===== src/rtl/arb_pkg.sv =====
// Shared definitions for the round-robin arbiter and the encoder/decoder bench.
package arb_pkg;

  localparam int unsigned N_REQ = 4;
  localparam int unsigned IDX_W = $clog2(N_REQ);

  typedef enum logic {
    IDLE  = 1'b0,
    GRANT = 1'b1
  } arb_state_t;

  typedef logic [N_REQ-1:0] req_vec_t;

endpackage


===== src/rtl/rr_pick.sv =====
// Combinational round-robin pick: first set request at or after ptr, wrapping.
module rr_pick #(
  parameter int unsigned N = 4
) (
  input  logic [N-1:0]         req,
  input  logic [$clog2(N)-1:0] ptr,
  output logic [N-1:0]         pick_c,
  output logic [$clog2(N)-1:0] idx_c,
  output logic                 any_c
);

  localparam int unsigned PTR_W = $clog2(N);

  logic [2*N-1:0] dbl_req;
  logic [N-1:0]   rot_req;
  logic [N-1:0]   rot_pick;
  logic [2*N-1:0] dbl_pick;
  logic [PTR_W-1:0] ffs_idx;
  logic             found;

  // Rotate right so ptr lands at bit 0, take the lowest set bit, rotate back.
  always_comb begin
    dbl_req  = {req, req} >> ptr;
    rot_req  = dbl_req[N-1:0];
    found    = 1'b0;
    ffs_idx  = '0;
    for (int i = 0; i < N; i++) begin
      if (!found && rot_req[i]) begin
        found   = 1'b1;
        ffs_idx = PTR_W'(i);
      end
    end
    rot_pick = found ? (N'(1) << ffs_idx) : '0;
    dbl_pick = {rot_pick, rot_pick} << ptr;
    pick_c   = dbl_pick[2*N-1:N];
    idx_c    = PTR_W'((32'(ffs_idx) + 32'(ptr)) % N);
    any_c    = found;
  end

endmodule


===== src/rtl/rr_onehot_arbiter.sv =====
// Round-robin arbiter with held, one-hot registered grant and a release watchdog.
module rr_onehot_arbiter
  import arb_pkg::*;
#(
  parameter int unsigned N       = N_REQ,
  parameter int unsigned TIMEOUT = 16
) (
  input  logic         clk,
  input  logic         rst_n,
  input  logic [N-1:0] req,
  input  logic         done,
  output logic [N-1:0] grant,
  output logic         grant_vld,
  output logic         busy,
  output logic         timeout_err
);

  localparam int unsigned PTR_W = $clog2(N);
  localparam int unsigned CNT_W = (TIMEOUT == 0) ? 1 : $clog2(TIMEOUT + 1);
  localparam logic [CNT_W-1:0] WDOG_LAST = (TIMEOUT == 0) ? '0 : CNT_W'(TIMEOUT - 1);
  localparam bit WDOG_EN = (TIMEOUT != 0);

  arb_state_t       state_q, state_d;
  logic [PTR_W-1:0] ptr_q, ptr_d;
  logic [PTR_W-1:0] owner_q, owner_d;
  logic [CNT_W-1:0] wdog_q, wdog_d;
  logic [N-1:0]     grant_d;
  logic             grant_vld_d;
  logic             busy_d;
  logic             timeout_err_d;

  logic [N-1:0]     pick_c;
  logic [PTR_W-1:0] pick_idx_c;
  logic             pick_any_c;
  logic [PTR_W-1:0] owner_next_c;

  rr_pick #(.N(N)) u_pick (
    .req    (req),
    .ptr    (ptr_q),
    .pick_c (pick_c),
    .idx_c  (pick_idx_c),
    .any_c  (pick_any_c)
  );

  // Priority moves just past the released owner, wrapping at N-1.
  assign owner_next_c = (owner_q == PTR_W'(N - 1)) ? '0 : owner_q + PTR_W'(1);

  // State, pointer, watchdog and output registers.
  always_ff @(posedge clk or negedge rst_n) begin
    if (!rst_n) begin
      state_q     <= IDLE;
      ptr_q       <= '0;
      owner_q     <= '0;
      wdog_q      <= '0;
      grant       <= '0;
      grant_vld   <= 1'b0;
      busy        <= 1'b0;
      timeout_err <= 1'b0;
    end else begin
      state_q     <= state_d;
      ptr_q       <= ptr_d;
      owner_q     <= owner_d;
      wdog_q      <= wdog_d;
      grant       <= grant_d;
      grant_vld   <= grant_vld_d;
      busy        <= busy_d;
      timeout_err <= timeout_err_d;
    end
  end

  // Next-state: arbitrate in IDLE, hold in GRANT until done or watchdog expiry.
  always_comb begin
    state_d       = state_q;
    ptr_d         = ptr_q;
    owner_d       = owner_q;
    wdog_d        = wdog_q;
    grant_d       = grant;
    grant_vld_d   = grant_vld;
    busy_d        = busy;
    timeout_err_d = 1'b0;
    case (state_q)
      IDLE: begin
        if (pick_any_c) begin
          state_d     = GRANT;
          grant_d     = pick_c;
          owner_d     = pick_idx_c;
          grant_vld_d = 1'b1;
          busy_d      = 1'b1;
          wdog_d      = '0;
        end
      end
      GRANT: begin
        if (done || (WDOG_EN && (wdog_q == WDOG_LAST))) begin
          state_d       = IDLE;
          grant_d       = '0;
          grant_vld_d   = 1'b0;
          busy_d        = 1'b0;
          ptr_d         = owner_next_c;
          wdog_d        = '0;
          timeout_err_d = !done;
        end else if (WDOG_EN) begin
          wdog_d = wdog_q + CNT_W'(1);
        end
      end
      default: begin
        state_d = IDLE;
      end
    endcase
  end

  // Grant is never more than one-hot and grant_vld mirrors it.
  a_grant_onehot: assert property (@(posedge clk) disable iff (!rst_n)
    $onehot0(grant) && (grant_vld == (|grant)));

endmodule


===== config.mk =====
export PLATFORM = sky130hd
export DESIGN_NAME = rr_onehot_arbiter
export DESIGN_NICKNAME = d
export VERILOG_FILES = /design/src/rtl/arb_pkg.sv /design/src/rtl/rr_pick.sv /design/src/rtl/rr_onehot_arbiter.sv
export SDC_FILE = /design/constraint.sdc
export NUM_CORES = 1
export LEC_CHECK = 0
export BUFFER_PORTS_ARGS = -buffer_cell sky130_fd_sc_hd__buf_2
export CAP_MARGIN = 20
export CORE_AREA = 2 2 72 53
export CTS_BUF_LIST = sky130_fd_sc_hd__clkbuf_4 sky130_fd_sc_hd__clkbuf_8 sky130_fd_sc_hd__clkbuf_16
export DETAILED_ROUTE_END_ITERATION = 10
export DIE_AREA = 0 0 74 55
export HOLD_SLACK_MARGIN = 0.1
export PLACE_DENSITY = 0.53
export SYNTH_ARGS = -nofsm -noshare
export SYNTH_HDL_FRONTEND = slang
export SYNTH_SLANG_ARGS = --single-unit

===== constraint.sdc =====
create_clock -name clk -period 2.8 [get_ports clk]
set_clock_uncertainty 0.2 [all_clocks]
set_input_delay 0.56 -clock clk [delete_from_list [all_inputs] [get_ports clk]]
set_output_delay 0.56 -clock clk [all_outputs]
set_load 0.005 [all_outputs]

==> metrics.md <==
| Metric | Value |
|---|---|
| Routability cong. | `0.710` |
| Top Family by Delay on Critical Path | `compound AO/OA/AOI/OAI gates` |
| Hold Crit Class | `reg -> reg` |
| Mapped Area | `976 µm²` |
| Worst-Margin Slew | `between 0.7 and 0.8 ns` |
| Synth area leaders | `dfrtp_1 41%, o21ai_0 5.6%, ha_1 5.1%, nand2_1 4.6%, a21oi_1 4.1%` |
| DRC | `0` |
| CP arrival | `2.36 ns` |
| Final hold vios | `0` |
| Critical path capture point type | `register` |
| Count of cell types in the netlist | `39` |
| Fraction of layout instances using a drive strength above 1 | `22.2%` |
| Row Count | `18` |
| Min Clock Period, post-route | `2.39 ns` |
| CTS tree | `done` |
| Number of global-route vias before repair | `664` |
| CP startpoint | `req[0]` |
| Worst hold start | `owner_q[0]$_DFFE_PN0P_` |
| Worst path max stage delay | `0.51 ns` |
| Total clock sinks | `16` |
| Simple-gate share of the synthesized area | `18.5%` |
| Mean Syn Cell Area | `about 9.2 µm²` |
| RSZ-0062 raised after global routing | `false` |
| Post CTS Setup Buffer Count | `0` |
| Die Area | `4070 µm²` |
| Crit path buffers/inverters | `2` |
| P&R area growth vs syn | `14.7%` |
| R2R Setup Slk | `0.52 ns` |
| Antenna violations before repair | `0` |
| RR Startpoint | `ptr_q[1]$_DFFE_PN0P_` |
| Setup TNS | `0 ns` |
| Rel. slew slack | `approximately half` |
| WP data required | `between 2 and 3 ns` |
| Slowest-stage cell, CP | `or4_1` |
| Flops & latches, synth | `16` |
| Largest net degree at the start of global routing | `17` |
| Core Area | `between 3000 and 4000 µm²` |
| Largest family of logic cells by synthesized area | `compound AO/OA/AOI/OAI gates` |
| Number of cells on the worst reg-to-reg path | `7` |
| GRT overflow | `0` |
| WS Path Type | `in -> reg` |
| Adder-Cell Fraction of Synth Area | `between 5 and 6%` |
| CTS H-tree depth | `1` |
| Gr usage total | `10.2%` |
| Worst reg2reg endpoint | `owner_q[1]$_DFFE_PN0P_` |
| DIE WIDTH | `74 µm` |
| Mapped Nets | `117` |
| Avg WL per Cell | `11.1 µm` |
| Xor/xnor share of the synthesized area | `1.79%` |
| Status | `finished, final reports clean` |
| # IOs | `14` |
| Final ANT Viol Nets | `0` |
| First-pass iteration count of the detailed router | `4` |
| First-pass GRT wire length | `3.08 mm` |
| Slew Limit Fails | `0` |
| IO buf count | `13` |
| Vias per cell | `4.69` |
| YS warnings | `0` |
| Final setup viols | `0` |
| Initial core utilization | `28.7%` |
| Max frequency | `between 400 and 500 MHz` |
| ANT cells | `0` |
| Post-synth top flop | `dfrtp_1` |
| Reg clk slew, reported paths | `0.06 ns` |
| Post-synth EDFFs | `0` |
| Routed WL | `1.85 mm` |
| Syn Inst Count | `106` |
| Die Span Y | `55 µm` |
| DPL Wire Length | `~1.4 mm` |
| Synth Area in Compound Gates | `between 20% and 30%` |
| Yosys top cell area share | `41.0%` |
| Clk buf depth | `2` |
| CTS resizes | `0` |
| WHS Path Cells | `1` |
| Critical path, cell by cell | `buf_2, inv_1, o21ai_0, a21oi_1, o31a_1, ha_1, xnor2_1, or4_1, a31oi_1` |
| CTS Root Cell | `clkbuf_8` |
| Register area share after synthesis | `41.0%` |
| Routed vias | `783` |
| Max Cap Violations | `0` |
| Hold endpoint | `ptr_q[0]$_DFFE_PN0P_` |
| Hold_buf cts | `1` |
| Tcrit/Tclk final | `85.3%` |
| Post-synth top area cell | `dfrtp_1` |
| LEAKAGE | `0.509 nW` |
| Post-DP Area | `1050 µm²` |
| Fin area | `around 1100 µm²` |
| Nets | `129` |
| Setup crit start kind | `primary input` |
| Pwr/cell area | `864 nW/µm²` |
| Clk_lat worst skew | `0.25 ns` |
| VDD IR-drop max | `330 µV` |
| Iteration-0 DRC Markers | `33` |
| CP Max Fanout | `9` |
| Async set or reset register ratio after synthesis | `100%` |
| Mux share of post-synthesis cell area | `2.31%` |
| CTS Buf Count | `3` |
==> worst max path at each step <==
| stage | end | slack (ns) | cells after the start |
|---|---|---|---|
| 2_1_floorplan | owner_q[1]$_DFFE_PN0P_ | 0.18 | 9 |
| 3_3_place_gp | owner_q[1]$_DFFE_PN0P_ | 0.19 | 9 |
| 3_5_place_dp | owner_q[1]$_DFFE_PN0P_ | 0.17 | 9 |
| 4_1_cts | owner_q[1]$_DFFE_PN0P_ | 0.43 | 9 |
| 5_1_grt | owner_q[1]$_DFFE_PN0P_ | 0.28 | 9 |
| 6_report | owner_q[1]$_DFFE_PN0P_ | 0.41 | 9 |
==> layout make-up <==
type / count / area, µm²
repair buffers: 16 / 90.1
flip-flops and latches: 16 / 400
multi-input cells: 77 / 497
inverters: 4 / 15.0
clock buffers: 4 / 55.1
well taps: 50 / 62.6
fillers: 341 / 2280
==> per-stage QoR <==
stage	instances	worst slack, ns	power, mW	hold slack [ns]	util (%)
after global placement	162	0.192	0.765	0.266	31.0
after detailed placement	162	0.172	0.773	0.273	31.0
final	167	0.411	0.967	0.280	32.9
after floorplan	106	0.178	0.695	0.0644	-
after global routing	167	0.282	1.06	0.304	32.9
after CTS	167	0.427	0.983	0.282	32.9
==> sequential cells by signal, indices dropped and copies added, names as in the netlist <==
signal and cells:
timeout_err 1, grant 4, wdog_q 5, owner_q 2, ptr_q 2, busy 1, state_q 1
==> power breakdown <==
group / total, mW / internal, mW / switching [mW]
Sequential: 0.392 / 0.308 / 0.0840
Combinational: 0.372 / 0.189 / 0.184
Clock: 0.203 / 0.125 / 0.0780
==> cell families (layout without fill, tap and decap cells) <==
kind of cell | Yosys count | after routing
flops | 16 | 16
xor+xnor | 2 | 2
simple gates | 33 | 33
fa+ha+maj | 4 | 4
compound gates | 36 | 36
buf+inv | 13 | 24
mux | 2 | 2
==> metal layers <==
layer  track usage, %  wire, µm  share of wire, %  vias up
li1                 -         -                 -      405
met1             13.6       954                52      360
met2             15.5       807                44       18
met3             3.99        89               4.8        0
met4             2.73         0                 0        0
met5                0         0                 0        -
==> cell usage in the layout (no fill, tap or decap), drive strengths merged, types with 4 or more instances in the layout <==
cell and n:
clkbuf 4, nor2 6, buf 15, o21ai 12, a21oi 8, nand2 12, dfrtp 16, ha 4
inv 4, or3b 4
==> synth_stat cells, types with 2 or more instances <==
| library cell | instances |
|---|---|
| nor2_1 | 6 |
| ha_1 | 4 |
| o22ai_1 | 2 |
| clkbuf_1 | 4 |
| and3b_1 | 2 |
| inv_1 | 4 |
| o21ai_0 | 11 |
| o2111ai_1 | 2 |
| nand2_1 | 12 |
| buf_2 | 2 |
| a21oi_1 | 8 |
| a211oi_1 | 2 |
| dfrtp_1 | 16 |
| a31o_2 | 2 |
| mux2_2 | 2 |
| or3b_2 | 2 |
| or3b_1 | 2 |
| o31ai_1 | 2 |
No activity file was read; power rests on OpenSTA's default activity.
